==> src/rtl/output_deskew_writeback.sv <==
// -----------------------------------------------------------------------------
// output_deskew_writeback
//
// Sits under the bottom edge of the systolic array. Each array column delivers
// its result one cycle after its left neighbour, so a row arrives diagonally
// skewed. This block realigns a row, optionally adds a partial-sum row read
// from psum memory, masks unused columns, and writes the row to output memory.
//
// Pipeline for a row whose column 0 is sampled in cycle T:
//   T+COL    S1 holds the aligned row; psum read issued when accumulating
//   T+COL+1  psum data returns; sum/mask captured into the write register
//   T+COL+2  o_we asserted with o_addr = o_offset_w + wr_row
//
// Ports
//   clk, rst          clock, synchronous active-high reset
//   start             job start pulse; cfg_* sampled in the same cycle
//   cfg_i_rows        rows to write in this job (0 completes immediately)
//   cfg_w_cols        active columns; columns >= cfg_w_cols are written as 0
//   cfg_psum_offset   psum memory base address
//   cfg_o_offset_w    output memory base address
//   cfg_accum_en      add the psum row before writing
//   arr_valid         per-column result valid (column c lags column c-1 by 1)
//   arr_data          per-column results, column c at [c*ACC_W +: ACC_W]
//   psum_re/addr      psum memory read port request
//   psum_rdata        psum read data, one cycle after psum_re
//   o_we/addr/wdata   output memory write port
//   busy              job in progress (RUN or DONE)
//   done              one-cycle pulse after the last row is written
// -----------------------------------------------------------------------------
module output_deskew_writeback #(
    parameter int COL     = 4,
    parameter int ACC_W   = 20,
    parameter int O_SIZE  = 512,
    parameter int I_SIZE  = 512,
    parameter int MAX_COL = 8,
    parameter int AW      = $clog2(O_SIZE),
    parameter int RW      = $clog2(I_SIZE),
    parameter int CW      = $clog2(MAX_COL)
) (
    input  logic                 clk,
    input  logic                 rst,
    input  logic                 start,
    input  logic [RW-1:0]        cfg_i_rows,
    input  logic [CW-1:0]        cfg_w_cols,
    input  logic [AW-1:0]        cfg_psum_offset,
    input  logic [AW-1:0]        cfg_o_offset_w,
    input  logic                 cfg_accum_en,
    input  logic [COL-1:0]       arr_valid,
    input  logic [COL*ACC_W-1:0] arr_data,
    output logic                 psum_re,
    output logic [AW-1:0]        psum_addr,
    input  logic [COL*ACC_W-1:0] psum_rdata,
    output logic                 o_we,
    output logic [AW-1:0]        o_addr,
    output logic [COL*ACC_W-1:0] o_wdata,
    output logic                 busy,
    output logic                 done
);

    typedef logic [COL-1:0][ACC_W-1:0] row_t;

    typedef enum logic [1:0] {S_IDLE, S_RUN, S_DONE} state_t;

    typedef struct packed {
        logic [RW-1:0] rows;
        logic [CW-1:0] w_cols;
        logic [AW-1:0] psum_off;
        logic [AW-1:0] o_off;
        logic          accum;
    } cfg_t;

    state_t        state_q, state_d;
    cfg_t          cfg_q, cfg_d;
    logic [RW-1:0] rd_row_q, rd_row_d;
    logic [RW-1:0] wr_row_q, wr_row_d;

    // Triangular delay line: dl_q[k] carries columns 0..k; column c enters at
    // stage c and leaves stage COL-2, giving it COL-1-c stages before S1.
    row_t          dl_q [COL-1];
    row_t          dl_d [COL-1];

    logic          s1_v_q, s1_v_d;
    row_t          s1_q, s1_d;
    logic          p_v_q, p_v_d;      // row waiting for its psum data
    row_t          p_q, p_d;
    logic          o_we_q, o_we_d;
    logic [AW-1:0] o_addr_q, o_addr_d;
    row_t          o_wdata_q, o_wdata_d;

    row_t          in_row;
    row_t          psum_row;
    logic          s1_take;
    logic [ACC_W-1:0] elem;

    assign in_row   = arr_data;
    assign psum_row = psum_rdata;

    always_comb begin
        // NOTE: every next-state value starts from a default so no branch can
        // leave a signal unassigned and infer a latch.
        state_d   = state_q;
        cfg_d     = cfg_q;
        rd_row_d  = rd_row_q;
        wr_row_d  = wr_row_q;
        s1_v_d    = arr_valid[COL-1];
        s1_d      = s1_q;
        p_v_d     = 1'b0;
        p_d       = s1_q;
        o_we_d    = p_v_q;
        o_addr_d  = o_addr_q;
        o_wdata_d = o_wdata_q;
        elem      = '0;
        for (int k = 0; k < COL-1; k++) dl_d[k] = '0;

        // Deskew. Column valids other than the last only gate data capture.
        for (int c = 0; c < COL-1; c++) begin
            dl_d[c][c] = arr_valid[c] ? in_row[c] : dl_q[c][c];
            for (int k = c+1; k < COL-1; k++) dl_d[k][c] = dl_q[k-1][c];
        end
        for (int c = 0; c < COL-1; c++) s1_d[c] = dl_q[COL-2][c];
        s1_d[COL-1] = in_row[COL-1];

        // A strobe only counts while running and until the row quota is met.
        s1_take   = s1_v_q && (state_q == S_RUN) && (rd_row_q < cfg_q.rows);
        psum_re   = s1_take && cfg_q.accum;
        psum_addr = cfg_q.psum_off + AW'(rd_row_q);
        if (s1_take) rd_row_d = rd_row_q + RW'(1);
        p_v_d = s1_take;

        // Sum stage: psum data lines up with p_q one cycle after the read.
        if (p_v_q) begin
            for (int c = 0; c < COL; c++) begin
                elem = p_q[c] + (cfg_q.accum ? psum_row[c] : '0);
                o_wdata_d[c] = (c < int'(cfg_q.w_cols)) ? elem : '0;
            end
            o_addr_d = cfg_q.o_off + AW'(wr_row_q);
            wr_row_d = wr_row_q + RW'(1);
        end

        case (state_q)
            S_IDLE: begin
                if (start) begin
                    cfg_d    = '{rows: cfg_i_rows, w_cols: cfg_w_cols,
                                 psum_off: cfg_psum_offset, o_off: cfg_o_offset_w,
                                 accum: cfg_accum_en};
                    rd_row_d = '0;
                    wr_row_d = '0;
                    state_d  = (cfg_i_rows == '0) ? S_DONE : S_RUN;
                end
            end
            S_RUN: begin
                // wr_row_q already counts the row being written this cycle.
                if (o_we_q && (wr_row_q == cfg_q.rows)) state_d = S_DONE;
            end
            S_DONE:  state_d = S_IDLE;
            default: state_d = S_IDLE;
        endcase
    end

    always_ff @(posedge clk) begin
        // NOTE: sequential state uses non-blocking assignments so every flop
        // samples the pre-edge values regardless of statement order.
        if (rst) begin
            // NOTE: the delay line is small and reset along with its valids,
            // so a mid-job reset leaves no stale row data anywhere.
            state_q   <= S_IDLE;
            cfg_q     <= '0;
            rd_row_q  <= '0;
            wr_row_q  <= '0;
            for (int k = 0; k < COL-1; k++) dl_q[k] <= '0;
            s1_v_q    <= 1'b0;
            s1_q      <= '0;
            p_v_q     <= 1'b0;
            p_q       <= '0;
            o_we_q    <= 1'b0;
            o_addr_q  <= '0;
            o_wdata_q <= '0;
        end else begin
            state_q   <= state_d;
            cfg_q     <= cfg_d;
            rd_row_q  <= rd_row_d;
            wr_row_q  <= wr_row_d;
            for (int k = 0; k < COL-1; k++) dl_q[k] <= dl_d[k];
            s1_v_q    <= s1_v_d;
            s1_q      <= s1_d;
            p_v_q     <= p_v_d;
            p_q       <= p_d;
            o_we_q    <= o_we_d;
            o_addr_q  <= o_addr_d;
            o_wdata_q <= o_wdata_d;
        end
    end

    assign o_we    = o_we_q;
    assign o_addr  = o_addr_q;
    assign o_wdata = o_wdata_q;
    assign busy    = (state_q != S_IDLE);
    assign done    = (state_q == S_DONE);

endmodule
==> config.mk <==
export PLATFORM = sky130hd
export DESIGN_NAME = output_deskew_writeback
export DESIGN_NICKNAME = d
export VERILOG_FILES = /design/src/rtl/output_deskew_writeback.sv
export SDC_FILE = /design/constraint.sdc
export NUM_CORES = 1
export LEC_CHECK = 0
export ABC_AREA = 1
export BUFFER_PORTS_ARGS = -buffer_cell sky130_fd_sc_hd__buf_2
export CAP_MARGIN = 20
export CORE_AREA = 3 3 253 181
export DETAILED_ROUTE_END_ITERATION = 10
export DIE_AREA = 0 0 256 184
export MAX_ROUTING_LAYER = met4
export PLACE_DENSITY = 0.71
export SLEW_MARGIN = 15
export SYNTH_ARGS = -nofsm -noshare
export SYNTH_HDL_FRONTEND = slang
export SYNTH_SLANG_ARGS = --single-unit
==> constraint.sdc <==
create_clock -name clk -period 2.2 [get_ports clk]
set_input_delay 0.11 -clock clk [delete_from_list [all_inputs] [get_ports clk]]
set_output_delay 0.11 -clock clk [all_outputs]
set_load 0.05 [all_outputs]
==> results.md <==
Clock tree:
- The H-tree was split into 2 levels.
- TritonCTS built the clock tree.
- The total number of clock tree sinks is 423.
- Clock tree synthesis inserted a total of 41 buffers.
- The clock transition at the register clock pins on the worst setup and hold paths after CTS is 0.07 ns.
- The clock insertion delay at the later pin of the skew report is 0.55 ns.
- No sink is reached through more buffers than the 3 on the longest clock path.
- CTS placed an instance of sky130_fd_sc_hd__clkbuf_16 at the clock tree root.

Logic synthesis:
- The synthesized area per cell is 7.04 µm².
- Counting flops with an async set or reset pin after synthesis yields a share of 0%.
- The number of nets in the synthesized netlist is 3,073.
- The count of distinct cell types in the synthesized netlist is 43.
- The register area share after synthesis is 43.5%.
- The post-synth design cell area is 19,500 µm².
- The Yosys step of the flow raised 0 warnings.
- Synthesis produced 2,767 cells.
- The leading register cell type out of synthesis is sky130_fd_sc_hd__dfxtp_1.
- The number of synthesized register bits is 423.
- Yosys mapped a number of flops with a built-in enable equal to 0.

Worst setup path:
- The critical path data arrival time is 2.39 ns.
- The kind of cell adding the most delay to the critical path is adder cells.
- The kind of critical path is reg -> out.
- The largest fanout on the critical path is 3.
- In this design, the stage delay of the slowest critical-path cell is 0.36 ns.
- Data on the critical path is required at its endpoint by 2.09 ns.
- The most frequent cell on the critical path is sky130_fd_sc_hd__buf_6.
- The launching element type of the critical path is a flop.
- Traced cell by cell, the critical path runs through ha_4 > inv_2 > fa_2 > o21ai_2 > buf_6 > nand4_1 > o211ai_1 > xor2_2 > buf_6.
- Together, buffers and inverters on the worst path number 3.
- On the critical path, the stage with the largest delay is an instance of sky130_fd_sc_hd__dfxtp_4.
- The nature of the critical path endpoint is an output port.

Status:
- The checks that failed: negative setup slack.
- The run finished, with violations left.

Timing:
- For the finished layout, the period the worst path requires is 2.50 ns.
- The post-route setup TNS is -0.786 ns.
- The max-slew violation total from the final report was 0.
- The number of failing hold endpoints at the final stage was 0.
- The worst path uses 114% of the clock period.
- Setup repair after global routing could not meet its margin everywhere.
- The final-report setup violation count is 8.
- Setup slack on the critical path of the routed design comes to -0.301 ns.
- Headroom to the max-slew limit came out at 43.9%.
- The final setup skew is 0.0197 ns.
- The upper clock frequency limit is 0.400 GHz.
- At the pin with the least slew margin, the transition time is 0.840 ns.

Detailed routing:
- Dividing the detail-routed wire length by the instance count gives 15.8 µm.
- The first-iteration detailed-routing DRC count is 1,357.
- In this run the remaining antenna-violating nets after routing total 0.
- The routed layout has 19,000 vias.
- The overall routed net length is 61,100 µm.
- After detailed routing, the number of remaining DRC violations is 0.
- The first detailed-routing pass ran for 8 iterations.
- The detailed-route vias per instance is 4.91.

Placement:
- The number of buffers inserted by port buffering is 299.
- In this run the cell area measured after placement is 21,800 µm².
- The half-perimeter wire length after detailed placement is 41,100 µm.
- Routability-driven placement finished with a final weighted congestion of 0.958.

Layout:
- The layout net count is 3,552.
- The number of inserted filler cells in the final layout is 3,625.
- In the layout the commonest cells are 461 x sky130_fd_sc_hd__nand2_1, 442 x sky130_fd_sc_hd__inv_1, 404 x sky130_fd_sc_hd__dfxtp_1, 360 x sky130_fd_sc_hd__nor2_1, 292 x sky130_fd_sc_hd__buf_2.
- Summing all multi-input logic gate instances after layout gives 11,200 µm².
- The most common cell after layout, fill and taps aside is sky130_fd_sc_hd__nand2_1.
- After routing the design area is 27,500 µm².
- The area overhead of the layout relative to synthesis is 41.4%.
- In the final layout, flip-flops and latches occupy 8500 µm².
- The layout cell share with drive strength beyond 1 is 30.1%.

Floorplan:
- The horizontal die dimension is 256 µm.
- The core region is 43,500 µm².
- The die height is 184 µm.
- The die covers 47,100 µm².
- For this configuration, the core starts out at a cell density of 44.8%.
- The standard-cell row count is 64.
- The I/O pin count is 300.

Power:
- The maximum VDD drop is 730 µV.
- Internal power comes to 13,400 µW.
- Of the total power, registers draw 45.0%.
- The power density normalized to cell area is 651 nW/µm².
- The combinational fraction of design power is 13.0%.
- The clock network power share is 41.9%.
- Total power for the finished layout comes to 17,900 µW.
- For this design the total switching power over the nets is 4530 µW.
- In this run switching power makes up 25.3% of total power.
- The leakage dissipation is 0.0130 µW.

Global route:
- The number of global-route vias before repair came to 17,400.
- The initial antenna violation count is 8.
- Global routing finished with a remaining overflow of 0.
- The first global-routing pass estimated 90,200 µm of wire.
- For this run, the total global-route usage over all layers was measured as 24.2%.
- The largest net degree at the start of global routing is 126.

Flow run:
- The number of maximum-capacitance constraint violations is 0.

Worst hold path:
- The type of the worst min-delay path is in -> reg.
## Yosys cell counts, types with 2 or more instances
library cell               count  area share (%)
sky130_fd_sc_hd__nand2_1     598              12
sky130_fd_sc_hd__inv_1       490             9.4
sky130_fd_sc_hd__dfxtp_1     423              43
sky130_fd_sc_hd__nor2_1      395             7.6
sky130_fd_sc_hd__a21oi_1     254             6.5
sky130_fd_sc_hd__o21ai_0     132             3.4
sky130_fd_sc_hd__nand3_1     122             3.1
sky130_fd_sc_hd__ha_1        102             6.6
sky130_fd_sc_hd__clkbuf_1     69             1.3
sky130_fd_sc_hd__nand3b_1     20            0.77
sky130_fd_sc_hd__xor2_1       20            0.90
sky130_fd_sc_hd__or2_2        17            0.55
sky130_fd_sc_hd__buf_2        13            0.33
sky130_fd_sc_hd__nand4_1      13            0.42
sky130_fd_sc_hd__nor3_1       11            0.28
sky130_fd_sc_hd__xnor2_1       9            0.40
sky130_fd_sc_hd__nand2_2       7            0.22
sky130_fd_sc_hd__o211ai_1      7            0.27
sky130_fd_sc_hd__fa_1          6            0.62
sky130_fd_sc_hd__inv_2         6            0.12
sky130_fd_sc_hd__nand3_2       6            0.31
sky130_fd_sc_hd__and2_1        5            0.16
sky130_fd_sc_hd__a21o_1        4            0.15
sky130_fd_sc_hd__buf_4         4            0.15
sky130_fd_sc_hd__o21a_1        4            0.15
sky130_fd_sc_hd__o21ai_1       4            0.10
sky130_fd_sc_hd__buf_1         3           0.058
sky130_fd_sc_hd__nor2_2        3           0.096
sky130_fd_sc_hd__o22ai_1       3           0.096
sky130_fd_sc_hd__a211oi_1      2           0.077
sky130_fd_sc_hd__nor2_4        2            0.12
sky130_fd_sc_hd__o21bai_1      2           0.077
## what timing repair did
action / CTS / global route
buffers inserted: 11 / 48
endpoints found under the setup margin: 10 / 68
cloned: 2 / 3
pin swaps: 24 / 168
resized for setup: 76 / 548
hold buffers: 115 / 0
endpoints found under the hold margin: 121 / 0
## area by class of cell
cell class / count / share of cell area (%)
Multi-Input combinational cell: 1756 / 40.7
Sequential cell: 423 / 30.9
Timing Repair Buffer: 525 / 13.6
Inverter: 499 / 6.86
Clock buffer: 52 / 4.06
Tap cell: 594 / 2.70
Clock inverter: 22 / 1.16
Antenna cell: 5 / 0.0454
## sequential cells by signal, indices dropped and copies added, names as in the netlist
signal and count:
wr_row_q 9, rd_row_q 9, o_we 1, o_addr 9, o_we_d 1, dl_q 120
o_wdata 80, s1_v_q 1, p_q 80, state_q 2, cfg_q 31, p_d 80
## metrics by stage
stage	setup slack [ns]	std cells	hold slack, ns	util [%]
CTS	-0.236	3824	0.0356	57.1
global placement	0.0315	3622	0.318	50.2
finish	-0.301	3876	0.0561	63.3
global route	-0.426	3876	0.0728	63.3
detailed placement	-0.0302	3622	0.320	50.2
floorplan	0.000305	2767	0.217	-
## routing by layer
| layer | part of all wire, % | vias up | track usage [%] | wire length, µm |
|---|---|---|---|---|
| met5 | 0 | - | - | 0 |
| met4 | 2.6 | 0 | 5.83 | 1600 |
| met3 | 6.1 | 120 | 3.79 | 3730 |
| met2 | 46 | 614 | 37.6 | 28000 |
| met1 | 45 | 8774 | 33.2 | 27800 |
| li1 | - | 9506 | - | - |
## cell families after synthesis
group	count (synthesis)	synth area share [%]
buffers and inverters	588	11.5
flip-flops	423	43.5
AO/OA/AOI/OAI	416	11.1
adder cells (fa/ha/maj)	108	7.17
XOR/XNOR	29	1.30
AND/OR/NAND/NOR	1203	25.4
## worst register-to-register path, stage by stage (launching register included)
cell                        delay [ns]
sky130_fd_sc_hd__dfxtp_4          0.36
sky130_fd_sc_hd__buf_12           0.14
sky130_fd_sc_hd__buf_8            0.13
sky130_fd_sc_hd__clkbuf_16        0.16
sky130_fd_sc_hd__nand2_1          0.05
sky130_fd_sc_hd__inv_1            0.06
sky130_fd_sc_hd__ha_4             0.31
sky130_fd_sc_hd__nand2_1          0.12
sky130_fd_sc_hd__inv_1            0.10
sky130_fd_sc_hd__nand2_2          0.11
sky130_fd_sc_hd__nor2_4           0.14
sky130_fd_sc_hd__nand3_2          0.09
sky130_fd_sc_hd__nand3_1          0.11
sky130_fd_sc_hd__nand2_1          0.08
sky130_fd_sc_hd__nand3_2          0.07
sky130_fd_sc_hd__a21oi_2          0.06
## worst paths after layout
check             slack (ns)           start           end  cells past startpoint
hold / removal          0.06  psum_rdata[20]   o_wdata[20]                      6
hold reg to reg         0.39    dl_q[0][143]       p_d[23]                      2
setup / recovery       -0.30     rd_row_q[0]  psum_addr[8]                      9
setup reg to reg       -0.03        cfg_q[0]   o_wdata[17]                     15
## power groups by stage
stage / Sequential [µW] / Combinational [µW] / Clock [µW]
after floorplan: 8220 / 1040 / 0
after global placement: 8220 / 1600 / 0
after detailed placement: 8230 / 1620 / 0
after CTS: 8070 / 1880 / 7710
after global routing: 8100 / 2540 / 8030
final: 8080 / 2340 / 7520
Power figures use the tool's default switching activity.
